[src/rtl/controle_microondas.sv]
// Microwave timer sequencer: keypad entry of a BCD M:ST:SO time, 1 Hz countdown,
// start/stop/clear and door interlock, magnetron enable and end-of-cycle flag.
module controle_microondas #(
  parameter int DONE_TICKS = 3
) (
  input  logic       clk,
  input  logic       reset,
  input  logic       tick_1hz,
  input  logic       key_valid,
  input  logic [3:0] key_digit,
  input  logic       start_btn,
  input  logic       stop_btn,
  input  logic       clear_btn,
  input  logic       door_closed,
  output logic [3:0] mins,
  output logic [3:0] sec_tens,
  output logic [3:0] sec_ones,
  output logic       mag_on,
  output logic       done,
  output logic [1:0] state
);

  typedef enum logic [1:0] {
    IDLE    = 2'd0,
    COOK    = 2'd1,
    PAUSE   = 2'd2,
    ST_DONE = 2'd3
  } state_t;

  localparam logic [3:0] DONE_LIM = DONE_TICKS[3:0];

  state_t      st, st_nxt;
  logic [11:0] tm, tm_nxt;
  logic [3:0]  cnt, cnt_nxt;
  logic [11:0] tm_dec;
  logic [3:0]  cnt_inc;

  // One-second BCD decrement; tens digits 6..9 simply count down like any other.
  function automatic logic [11:0] bcd_dec(input logic [11:0] t);
    logic [11:0] r;
    r = t;
    if (t[3:0] != 4'd0) begin
      r[3:0] = t[3:0] - 4'd1;
    end else if (t[7:4] != 4'd0) begin
      r[7:4] = t[7:4] - 4'd1;
      r[3:0] = 4'd9;
    end else if (t[11:8] != 4'd0) begin
      r[11:8] = t[11:8] - 4'd1;
      r[7:4]  = 4'd5;
      r[3:0]  = 4'd9;
    end
    return r;
  endfunction

  assign tm_dec  = bcd_dec(tm);
  assign cnt_inc = cnt + 4'd1;

  always_ff @(posedge clk) begin
    if (reset) begin
      st  <= IDLE;
      tm  <= 12'd0;
      cnt <= 4'd0;
    end else begin
      st  <= st_nxt;
      tm  <= tm_nxt;
      cnt <= cnt_nxt;
    end
  end

  always_comb begin
    st_nxt  = st;
    tm_nxt  = tm;
    cnt_nxt = cnt;
    if (clear_btn) begin
      st_nxt = IDLE;
      tm_nxt = 12'd0;
    end else begin
      case (st)
        IDLE: begin
          if (start_btn) begin
            if (door_closed && (tm != 12'd0)) st_nxt = COOK;
          end else if (key_valid && (key_digit <= 4'd9)) begin
            tm_nxt = {tm[7:0], key_digit};
          end
        end
        COOK: begin
          if (!door_closed || stop_btn) begin
            st_nxt = PAUSE;
          end else if (tick_1hz) begin
            tm_nxt = tm_dec;
            if (tm_dec == 12'd0) begin
              st_nxt  = ST_DONE;
              cnt_nxt = 4'd0;
            end
          end
        end
        PAUSE: begin
          if (stop_btn) begin
            st_nxt = IDLE;
            tm_nxt = 12'd0;
          end else if (start_btn && door_closed) begin
            st_nxt = COOK;
          end
        end
        default: begin
          // Any button cancels the end-of-cycle indication early.
          if (stop_btn || start_btn) begin
            st_nxt = IDLE;
          end else if (tick_1hz) begin
            cnt_nxt = cnt_inc;
            if (cnt_inc == DONE_LIM) st_nxt = IDLE;
          end
          tm_nxt = 12'd0;
        end
      endcase
    end
  end

  assign mins     = tm[11:8];
  assign sec_tens = tm[7:4];
  assign sec_ones = tm[3:0];
  assign mag_on   = (st == COOK);
  assign done     = (st == ST_DONE);
  assign state    = st;

endmodule

[config.mk]
export PLATFORM = sky130hd
export DESIGN_NAME = controle_microondas
export DESIGN_NICKNAME = d
export VERILOG_FILES = /design/src/rtl/controle_microondas.sv
export SDC_FILE = /design/constraint.sdc
export NUM_CORES = 1
export LEC_CHECK = 0
export CAP_MARGIN = 20
export CELL_PAD_IN_SITES_DETAIL_PLACEMENT = 2
export CELL_PAD_IN_SITES_GLOBAL_PLACEMENT = 2
export CORE_AREA = 5 5 83 85
export DETAILED_ROUTE_END_ITERATION = 8
export DIE_AREA = 0 0 88 90
export GPL_TIMING_DRIVEN = 0
export PLACE_DENSITY_LB_ADDON = 0.1
export SLEW_MARGIN = 0
export SYNTH_ARGS = -nofsm -noshare
export SYNTH_HDL_FRONTEND = slang
export SYNTH_SLANG_ARGS = --single-unit
[constraint.sdc]
create_clock -name clk -period 2.2 [get_ports clk]
set_input_delay 0.44 -clock clk [delete_from_list [all_inputs] [get_ports clk]]
set_output_delay 0.44 -clock clk [all_outputs]
set_load 0.02 [all_outputs]
* Yosys cells after proc, flatten, opt, wreduce, memory -nomap -nowiden
Cells that the tools add are included.
** Word-level totals
- Bits of input ports :: 12
- Bits in registers :: 18
** Operators by class
- Add/sub/neg operators :: 4
- Muxes and demuxes :: 28
- $lt $le $gt $ge :: 1
- Bitwise operators :: 2
- Eq/ne operators :: 16
- Reduce and logical (&&, ||, !) cells :: 19
** Operator list (count)
- 12-bit 2-to-1 mux :: 6
- 12-bit one-hot mux with 3 select lines :: 1
- 4-bit 2-to-1 mux :: 7
- 2-bit 2-to-1 mux :: 10
- 8-bit 2-to-1 mux :: 2
- 2-bit inequality test, second input constant :: 8
- 12-bit zero test :: 1
- 12-bit nonzero test :: 1
- 4-bit nonzero test :: 3
- 4-bit by 1-bit subtractor with 4-bit output, second input constant :: 3
- 5-bit nonzero test :: 2
- 4-bit one-hot mux with 2 select lines :: 1
- 7-bit AND reduction :: 1
- 2-bit one-hot mux with 3 select lines :: 1
- 6-bit AND reduction :: 1
- 5-bit AND reduction :: 1
- 4-bit by 1-bit adder with 4-bit output, second input constant :: 1
- 2-bit equality test, second input constant :: 2
- 4-bit by 2-bit equality test with 1-bit output, second input constant :: 1
- 4-bit less-or-equal comparator, second input constant :: 1
- 2-bit OR reduction :: 2
- 1-bit logical AND :: 3
- 3-bit by 1-bit inequality test with 1-bit output, second input constant :: 1
- 3-bit by 2-bit inequality test with 1-bit output, second input constant :: 1
- 7 further kinds :: 9

* Longest topological paths before layout
- Depth after elaboration :: 9
- Mapped depth :: 9
- Depth with buffers taken out :: 8

* Worst setup path before layout
No wires, ideal clock.
- Path type :: reg2reg
- Start :: reg tm[0]
- End :: reg cnt[1]
- Required time :: 2.079 ns
- Data arrival time :: 2.378 ns
- Slack :: -0.299 ns
- Period minus slack after synthesis :: 2.499 ns
- Stages on the path, launching flop included :: 9
- Buffers on the path :: 0
- Setup time :: 0.121 ns
- Cells stage by stage :: dfxtp_1 > inv_1 > ha_1 > or3b_4 > nor4_1 > mux2_1 > a2111oi_1 > o2111a_2 > o21ai_1
** Between the ends
- Word-level cells in the longest chain between the ends :: 6
** RTL lines
- start, declared :: RTL line 33 : logic [11:0] tm, tm_nxt;
- start signal, assigned :: RTL line 65 : tm <= tm_nxt;
- parallel branches: the longest is 3 deep, another holds 4-bit by 1-bit subtractor with 4-bit output
- 12-bit zero test (*) :: RTL line 91 : if (tm_dec == 12'd0) begin
- 2-bit by 1-bit inequality test with 1-bit output (no line) (*)
- 6-bit AND reduction (no line) (*)
- end signal, assigned :: RTL line 66 : cnt <= cnt_nxt;
- end, declared :: RTL line 34 : logic [3:0] cnt, cnt_nxt;
Mark *: on every way between the ends.
A chain may end at the register's enable or synchronous reset.

* Final worst setup path
- Start :: reg tm[4]
- End :: reg st[1] (netlist: state[1])
** Between the ends
- Word-level cells in the longest chain between the ends :: 6
** RTL lines
- 4-bit by 1-bit subtractor with 4-bit output, or another cell as far along :: RTL line 45 : r[7:4] = t[7:4] - 4'd1;
- 8-bit 2-to-1 mux or 4-bit 2-to-1 mux (tied branches) :: RTL line 44 : end else if (t[7:4] != 4'd0) begin
- 8-bit 2-to-1 mux or 4-bit 2-to-1 mux (tied branches) :: RTL line 42 : if (t[3:0] != 4'd0) begin
- 12-bit zero test :: RTL line 91
- 3-bit by 1-bit inequality test with 1-bit output (no line)
- 7-bit AND reduction (no line) (*)
- end signal, assigned :: RTL line 64 : st <= st_nxt;
- end, declared :: RTL line 32 : state_t st, st_nxt;
Mark *: on every way between the ends. The rest lies on a longest branch, timed or not.

==> results.yml <==
run_status:
  status: "finished, violations left"
  violations: "negative setup slack"
placed_design:
  gp_congestion: 0.772
  io_buffer_count: 27
  placed_area_mm2: 0.00192
  hpwl_um: 4340
floorplan:
  dieArea_mm2: 0.00792
  rows: 29
  die_y_um: 90
  initial_core_util_pct: 24.7
  die_x_um: 88
  io-pin-count: 28
  coreArea_mm2: 0.00613
sta:
  setup_ws_ns: -0.0554
  fmax_mhz: 443
  period_needed_ns: 2.26
  fin_skew_ns: 0.00526
  setup_viol: 5
  hold_viol: 0
  tightest_slew_ns: 0.698
  setup_tns_ns: -0.201
  slew_violations: 0
  whs_ns: 0.522
  max_slew_margin_pct: 52.8
  rsz0062_at_grt: "true"
  min_period_over_period_pct: 103
synth:
  yosysWarnings: 0
  ys_top_cells_by_area: "dfxtp_1 (24%), nor2_1 (5.2%), nand2_1 (5.0%)"
  synth_top_cell_by_area: "dfxtp_1"
  yosys.area.top_type_share_pct: 23.8
  synthesis.nets: 221
  synth_cell_type_count: 60
  synth.yosys.seq_area_share_pct: 23.8
  syn_area_mm2: 0.00152
  syn_inst: 204
  synth-seq-cells: 18
  synth_area_per_cell_um2: 7.43
  synthArstFlopShare_pct: 0
  synth_edf_count: 0
  synth_flop_cell: "dfxtp_1"
power:
  swShare_pct: 32.0
  clock_power_share_pct: 31.1
  p_leak_nw: 0.838
  pwr-share-seq_pct: 37.1
  p_per_area_mw_per_mm2: 417
  p_int_w: 0.000620
  power_frac_comb_pct: 31.8
  total_power_w: 0.000913
  p_switching_w: 0.000292
  peakVddDrop_uv: 182
setup_path:
  worstPathRequired_ns: 2.35
  worstRegToRegCells: 8
  worstPathMaxFanout: 6
  endpoint_kind: "flip-flop"
  cp.arrival_ns: 2.41
  crit_type: "reg -> reg"
  cp-start-kind: "flip-flop"
route:
  dr_total_vias: 1715
  drtAntennaViolNets: 0
  firstDrtPassIters: 4
  m1WireLength_um: 2770
  vias_per_cell: 5.31
  drtIter0Drc: 62
  drc_errors: 0
  drt-total-wl_um: 5910
  wire_per_inst_um: 18.3
  highest_layer: "met4"
  routed-wl-met3_um: 174
  dr_wl_met2_um: 2940
cts:
  holdBufCountCts: 0
  cts.sinks: 18
  cts_buffers: 3
  cts.htree.levels: 1
  clk_pin_slew_ns: 0.08
  cts_buffer_depth: 2
  clockRootBuffer: "clkbuf_8"
  cts_tree: "built"
  insertion_delay_ns: 0.26
layout:
  fin_area_mm2: 0.00219
  final_common_cell: "clkdlybuf4s50_1"
  multi_input_area_mm2: 0.00115
  nFillCells: 704
  drive_gt1_share_pct: 24.8
  ff_latch_area_um2: 383
  layout_common_cells: "clkdlybuf4s50_1 (25), nand2_1 (20), nor2_1 (19), buf_4 (15), nor3_1 (12)"
  finalNetCount: 264
  area_growth_pct: 44.3
  antenna_cells: 0
hold_path:
  holdPathStages: 2
  min_path_type: "reg -> reg"
global_routing:
  grt_pass1_vias: 1756
  grtUsageTotal_pct: 15.1
  grt-ovfl-total: 0
  antenna_found_initial: 0
  grt_start_max_net_pins: 12
  grt_pass1_wl_um: 9530
job:
  cap_violations: 0
-- routing by layer --
metal,vias to the layer above,GRT usage (%)
met4,0,3.07
met5,-,0
met2,23,25.1
met1,852,20.5
li1,838,-
met3,2,2.19
-- power by group through the flow --
stage          clock [W]  combinational, W  sequential [W]
2_1_floorplan          0          0.000149        0.000352
3_3_place_gp           0          0.000246        0.000348
3_5_place_dp           0          0.000247        0.000349
4_1_cts         0.000304          0.000274        0.000340
5_1_grt         0.000315          0.000316        0.000340
6_report        0.000284          0.000290        0.000339
-- stage by stage --
stage	instances	setup WS [ns]	utilization, %
finish	323	-0.0554	35.7
global route	323	-0.152	35.7
CTS	315	-0.184	33.7
global placement	308	-0.506	31.3
floorplan	204	-0.0119	-
detailed placement	308	-0.507	31.3
-- layout make-up --
cell class | instances | share of cell area (%)
multi-input combinational | 162 | 52.8
sequential | 18 | 17.5
timing repair buffer | 40 | 16.7
tap | 77 | 4.40
buffer | 9 | 3.54
inverter | 13 | 2.57
clock buffer | 4 | 2.52
-- synthesized netlist by cell type, drive strengths merged, types with 2 or more instances --
library cell  count
a211oi            2
nor3b             2
o21ai            16
nor3             12
or3b              3
nand4b            2
a31oi             6
o22ai             2
xnor2             2
a221oi            5
nand3             8
a21o              2
nand2b            2
or3               2
mux2              4
a21oi            10
ha                5
inv              13
a2111oi           2
nor2b             2
a22oi             3
o211ai            2
and2b             3
or4               3
nor2             21
clkbuf            7
nand2            20
a32o              2
buf               3
dfxtp            18
-- what timing repair did --
action / in CTS / in global routing
setup buffers: 5 / 8
resized for setup: 19 / 21
pin swaps: 5 / 7
endpoints found under the setup margin: 20 / 14
-- path summary, 6_finish.rpt --
path	slack (ns)	startpoint	to
max	-0.06	tm[4]	state[1]
max reg2reg	-0.06	tm[4]	state[1]
min	0.52	tm[5]	tm[5]
min reg2reg	0.52	tm[5]	tm[5]
-- cells by family (layout without fill, tap and decap cells) --
family,Yosys count,after routing,synth area share (%)
AND/OR/NAND/NOR,89,89,32.0
flip-flops,18,18,23.8
buffers and inverters,24,66,8.25
adder cells (fa/ha/maj),5,5,4.13
AO/OA/AOI/OAI,60,60,26.5
multiplexers,5,5,3.63
XOR/XNOR,3,3,1.73
-- critical path, cell delays in order (launching register included) --
cell and delay [ns]:
dfxtp_2 0.36, inv_4 0.09, ha_4 0.16, or3b_4 0.43
or4_4 0.53, nand3_4 0.09, a2111oi_4 0.05, o2111a_2 0.23
a22o_1 0.22
-- state kept, by name, indices dropped and copies added (netlist names) --
register / flops
cnt: 4
tm: 12
state: 2
Power figures use the tool's default switching activity.
